$ cat src/rtl/temp_buffer.sv
// Row/column scratch FIFOs for the CNN datapath with one shared registered read port.
// Either FIFO can be refilled from the packet word or by recirculating its own head.

`ifndef CNN_XLEN
`define CNN_XLEN 16
`endif

package temp_buffer_pkg;

    typedef enum logic [1:0] {
        NO_WR   = 2'd0,
        WR_DATA = 2'd1,
        WR_BUF  = 2'd2
    } wr_mode_t;

    typedef struct packed {
        logic                   clean;
        logic                   stride;
        wr_mode_t               wr_r;
        wr_mode_t               wr_c;
        logic                   rd_r;
        logic                   rd_c;
        logic [`CNN_XLEN-1:0]   data_wr;
    } TEMP_BUF_PACKET;

endpackage

module temp_buffer
    import temp_buffer_pkg::*;
#(
    parameter int unsigned XLEN      = `CNN_XLEN,
    parameter int unsigned ROW_DEPTH = 16,
    parameter int unsigned COL_DEPTH = 16
) (
    input  logic                   clk,
    input  logic                   reset,
    input  TEMP_BUF_PACKET         temp_pk,
    output logic signed [XLEN-1:0] data_out
);

    localparam int unsigned RAW = $clog2(ROW_DEPTH);
    localparam int unsigned CAW = $clog2(COL_DEPTH);

    logic [XLEN-1:0] row_mem [ROW_DEPTH];
    logic [XLEN-1:0] col_mem [COL_DEPTH];

    logic [RAW-1:0] row_rd_ptr_q, row_rd_ptr_d, row_wr_ptr_q, row_wr_ptr_d;
    logic [RAW:0]   row_count_q, row_count_d, row_pops;
    logic [CAW-1:0] col_rd_ptr_q, col_rd_ptr_d, col_wr_ptr_q, col_wr_ptr_d;
    logic [CAW:0]   col_count_q, col_count_d, col_pops;

    logic                   live, row_rd, col_rd;
    logic                   row_empty, row_full, row_push;
    logic                   col_empty, col_full, col_push;
    logic [XLEN-1:0]        wr_data, row_head, col_head, row_push_val, col_push_val;
    logic signed [XLEN-1:0] data_d;

    always_comb begin
        live     = reset && !temp_pk.clean;
        wr_data  = XLEN'(temp_pk.data_wr);
        // Row read has priority; the column only reads when the row does not.
        row_rd   = live && temp_pk.rd_r;
        col_rd   = live && temp_pk.rd_c && !temp_pk.rd_r;

        row_head  = row_mem[row_rd_ptr_q];
        row_empty = (row_count_q == '0);
        row_full  = (row_count_q == (RAW+1)'(ROW_DEPTH));
        col_head  = col_mem[col_rd_ptr_q];
        col_empty = (col_count_q == '0);
        col_full  = (col_count_q == (CAW+1)'(COL_DEPTH));

        row_pops = '0;
        if (row_rd && !row_empty) begin
            row_pops = (temp_pk.stride || row_count_q == (RAW+1)'(1)) ? (RAW+1)'(1)
                                                                       : (RAW+1)'(2);
        end
        col_pops = '0;
        if (col_rd && !col_empty) begin
            col_pops = (temp_pk.stride || col_count_q == (CAW+1)'(1)) ? (CAW+1)'(1)
                                                                       : (CAW+1)'(2);
        end

        // Recirculation only happens when this FIFO actually returned a stored value.
        row_push = live && (temp_pk.wr_r == WR_DATA ||
                            (temp_pk.wr_r == WR_BUF && row_pops != '0)) &&
                   (!row_full || row_pops != '0);
        col_push = live && (temp_pk.wr_c == WR_DATA ||
                            (temp_pk.wr_c == WR_BUF && col_pops != '0)) &&
                   (!col_full || col_pops != '0);

        row_push_val = (temp_pk.wr_r == WR_BUF) ? row_head : wr_data;
        col_push_val = (temp_pk.wr_c == WR_BUF) ? col_head : wr_data;

        row_count_d  = row_count_q - row_pops + {{RAW{1'b0}}, row_push};
        col_count_d  = col_count_q - col_pops + {{CAW{1'b0}}, col_push};
        row_rd_ptr_d = row_rd_ptr_q + RAW'(row_pops);
        col_rd_ptr_d = col_rd_ptr_q + CAW'(col_pops);
        row_wr_ptr_d = row_wr_ptr_q + {{(RAW-1){1'b0}}, row_push};
        col_wr_ptr_d = col_wr_ptr_q + {{(CAW-1){1'b0}}, col_push};

        data_d = data_out;
        if (row_rd) begin
            data_d = row_empty ? '0 : $signed(row_head);
        end else if (col_rd) begin
            data_d = col_empty ? '0 : $signed(col_head);
        end
    end

    always_ff @(posedge clk) begin
        if (!reset || temp_pk.clean) begin
            row_rd_ptr_q <= '0;
            row_wr_ptr_q <= '0;
            row_count_q  <= '0;
            col_rd_ptr_q <= '0;
            col_wr_ptr_q <= '0;
            col_count_q  <= '0;
            data_out     <= '0;
        end else begin
            row_rd_ptr_q <= row_rd_ptr_d;
            row_wr_ptr_q <= row_wr_ptr_d;
            row_count_q  <= row_count_d;
            col_rd_ptr_q <= col_rd_ptr_d;
            col_wr_ptr_q <= col_wr_ptr_d;
            col_count_q  <= col_count_d;
            data_out     <= data_d;
        end
    end

    always_ff @(posedge clk) begin
        if (row_push) begin
            row_mem[row_wr_ptr_q] <= row_push_val;
        end
        if (col_push) begin
            col_mem[col_wr_ptr_q] <= col_push_val;
        end
    end

endmodule

$ cat config.mk
export PLATFORM = sky130hd
export DESIGN_NAME = temp_buffer
export DESIGN_NICKNAME = d
export VERILOG_FILES = /design/src/rtl/temp_buffer.sv
export SDC_FILE = /design/constraint.sdc
export NUM_CORES = 1
export LEC_CHECK = 0
export ABC_AREA = 1
export CAP_MARGIN = 20
export CORE_ASPECT_RATIO = 0.9
export CORE_MARGIN = 10
export CORE_UTILIZATION = 50
export DETAILED_ROUTE_END_ITERATION = 10
export GPL_TIMING_DRIVEN = 0
export MAX_ROUTING_LAYER = met4
export PLACE_DENSITY_LB_ADDON = 0.1
export SLEW_MARGIN = 25
export SYNTH_ARGS = -nofsm -noshare
export SYNTH_HDL_FRONTEND = slang
export SYNTH_SLANG_ARGS = --single-unit
$ cat constraint.sdc
create_clock -name clk -period 4.5 [get_ports clk]
set_input_delay 1.35 -clock clk [delete_from_list [all_inputs] [get_ports clk]]
set_output_delay 1.35 -clock clk [all_outputs]
set_load 0.05 [all_outputs]
==> key figures <==
Floorplan
  – # IOs: 42
  – CORE AREA: 47,900 µm²
  – Die area: 57,800 µm²
  – Die X: about 250 µm
  – Std-Cell Rows: 76
  – Initial Utilization: about half
  – Die height: 229 µm

CTS
  – TritonCTS Buffers: 57
  – Skew-Pair Late Insertion Delay: 0.62 ns
  – Clk buf depth: 3
  – CTS H-tree depth: 2
  – CTS tree: done
  – Post_cts resized: 0
  – Root Driver: clkbuf_16
  – Sink Count: 554
  – Hold Buf Count CTS: 0
  – Worst-path clk slew: around 0.060 ns
  – Setup bufs post-CTS: 0

Setup path
  – Flop-to-flop setup slack: 1.34 ns
  – Critical path arrival: 4.51 ns
  – Stages on the worst setup path: 19
  – Critical Path Sink: col_count_q[4]
  – Setup crit start: reset
  – CP Capture Type: register
  – Worst setup path class: primary input to register
  – Worst path slowest cell: fa_1
  – Reg-to-reg endpoint: col_count_q[4]
  – CP max FO: 10
  – Worst r2r src: col_count_q[3]
  – Crit path cell chain: clkdlybuf4s50_1, inv_1, nor2_2, buf_4, nand3_1, nor2_1, nand2_1, nand2_1, nand2_2, buf_6, ha_1, inv_1, ha_1, fa_1, nand2_1, a21oi_1, nor2_1, o21ai_0, a21oi_1
  – Reg2Reg Depth: 18
  – CP most frequent cell: nand2_1
  – CP bufs+invs: 5
  – Crit-path leading delay family: buffers and inverters
  – WP data required: 5.05 ns
  – Crit start category: primary input
  – Max incr delay on CP: roughly 0.46 ns

Yosys
  – Main synth FF type: edfxtp_1
  – Syn Nets: 2,497
  – Mapped Cells: 2,445
  – Post-synth EDFFs: 512
  – Register area share after synthesis: 66.8%
  – Number of distinct library cells after synthesis: 26
  – Post-synth ARST share: 0%
  – Synth warnings: 0
  – Most frequent cell after synthesis: nand2_1
  – Synthesized area per cell: 9.94 µm²
  – Synth area leader: edfxtp_1
  – Seq cells post-synth: 554
  – Top cells by count, synth: 851 x nand2_1, 512 x edfxtp_1, 343 x nand3_1
  – Synth top area share: 63.3%
  – Mapped Area: 24,300 µm²
  – Largest cells by area after synthesis: edfxtp_1 63%, nand2_1 13%, nand3_1 7.1%

Global routing
  – Largest net degree at the start of global routing: 17
  – Remaining global-route overflow: 0
  – Global-route wire length before repair: 105,000 µm
  – Vias in the first global route: 16.9k
  – Overall routing resource usage: between 20 and 30%
  – Initial antenna violation count: 1

Timing
  – Fin. max-slew vios: 0
  – Final critical-path share of the clock period: around 90%
  – Maximum clock frequency: 252 MHz
  – Setup WS post-layout: 0.537 ns
  – Setup TNS Final: 0 ns
  – Final hold violations: 0
  – Final count of negative-setup-slack endpoints: 0
  – Relative slew margins: 38.2%
  – Setup repair after global routing missed its margin: no
  – Tmin final: between 3 and 4 ns
  – Post-Route Skew: between 0.015 and 0.02 ns
  – Actual slew at the worst max-slew pin: 0.922 ns

Power and ir drop
  – Leak pwr: roughly 0.012 µW
  – Power per standard cell area: 375 nW/µm²
  – Max VDD drop: 0.000276 V

Cells and area
  – Ant. Diodes: 0
  – NumNets Final: around 2.7k
  – Share of layout cells above drive strength 1: 11.0%
  – Filler instances: 4,084
  – Area growth, synth to finish: 16.2%

Place
  – PortBufs: 41
  – Final GP Congestion: 0.981
  – DP Worst Slack: -0.0862 ns
  – Hpwl dp: 51,900 µm

Min path
  – Min-Delay Path Class: register to register
  – Worst Hold Path Cells: 2

Route
  – 1st-pass router iterations: 5
  – Via count: about 18k
  – Vias/cell: 5.44
  – DR iter-0 viols: approximately 2k
  – Post-Route WL: a little over 70,000 µm
  – Post-DRT Antenna Nets: 0
  – DRC viols: 0
  – Routed WL per cell: 21.7 µm

Status
  – Status: complete, no violations

Flow run
  – Max capacitance violation total: 0
## routing by layer
layer	GRT usage (%)	up-vias	part of all wire [%]
li1	-	8302	-
met1	36.8	8656	45
met2	35.7	813	43
met3	4.48	116	10
met4	6.87	0	2.1
met5	-	-	0
## worst min path at each step
stage / start / endpoint
after floorplan: row_wr_ptr_q[3] / row_wr_ptr_q[3]
after global placement: row_wr_ptr_q[3] / row_wr_ptr_q[3]
after detailed placement: row_wr_ptr_q[3] / row_wr_ptr_q[3]
after CTS: row_wr_ptr_q[3] / row_wr_ptr_q[3]
after global routing: col_wr_ptr_q[3] / col_wr_ptr_q[3]
final: row_wr_ptr_q[3] / row_wr_ptr_q[3]
## logic make-up after synthesis
family                     Yosys count  share of synthesized area (%)
DFF                                554                           66.8
adders and majority gates           26                           1.46
AOI/OAI and AO/OA                   73                           1.56
buffers and inverters              461                           7.55
xor gates and xnor gates             8                          0.288
and+or+nand+nor                   1323                           22.4
## layout make-up
class                      count  area (µm²)  area share, %
multi-input combinational   1430        6500           23.1
buffer                       119         549           1.95
clock buffer                  78        1510           5.33
sequential                   554       16200           57.5
timing repair buffer         113        1150           4.06
clock inverter                26         230          0.816
tap                          624         781           2.77
inverter                     342        1280           4.55
## where the power goes
group,leakage (µW),switching (µW),internal (µW),total (µW)
registers,0.00496,6.50,5670,5680
logic,0.00591,283,111,394
clock network,0.000846,1960,2560,4520
total,0.0117,2250,8340,10600
## placed cells by master (no fill, tap or decap), types with 8 or more instances in the layout
cell / n
buf_4: 34
inv_1: 337
buf_1: 12
ha_1: 22
o21ai_2: 28
clkbuf_1: 55
dfxtp_1: 42
buf_8: 12
buf_2: 70
nor2_1: 88
edfxtp_1: 512
buf_6: 29
nor3_2: 20
o21ai_0: 20
clkinv_2: 12
nor2_2: 12
nand3_1: 343
clkdlybuf4s50_1: 41
nand2_1: 851
o21ai_1: 8
a21oi_1: 11
clkbuf_16: 57
## sequential cells by signal (all words and copies together), names as in the netlist
| signal | flops |
|---|---|
| data_out | 16 |
| row_mem | 256 |
| row_rd_ptr_q | 4 |
| col_mem | 256 |
| col_count_q | 5 |
| row_count_q | 5 |
| row_wr_ptr_q | 4 |
| col_wr_ptr_q | 4 |
| col_rd_ptr_q | 4 |
## per-stage QoR
| stage | cells | utilization, % | hold WS, ns | power [µW] | instance area (µm²) |
|---|---|---|---|---|---|
| floorplan | 2445 | - | 0.490 | 5940 | 24300 |
| CTS | 3286 | 58.9 | 0.550 | 10600 | 28200 |
| global route | 3286 | 58.9 | 0.602 | 10900 | 28200 |
| finish | 3286 | 58.9 | 0.554 | 10600 | 28200 |
| global placement | 3110 | 53.2 | 0.519 | 6110 | 25500 |
| detailed placement | 3182 | 55.3 | 0.539 | 6170 | 26500 |
## worst min-delay path: cells and delay by family, from the launching register on
| family | cells | cell delay, ns |
|---|---|---|
| flip-flops | 1 | 0.32 |
| buffers and inverters | 1 | 0.11 |
| AO/OA/AOI/OAI | 1 | 0.07 |
Power figures use the tool's default switching activity.
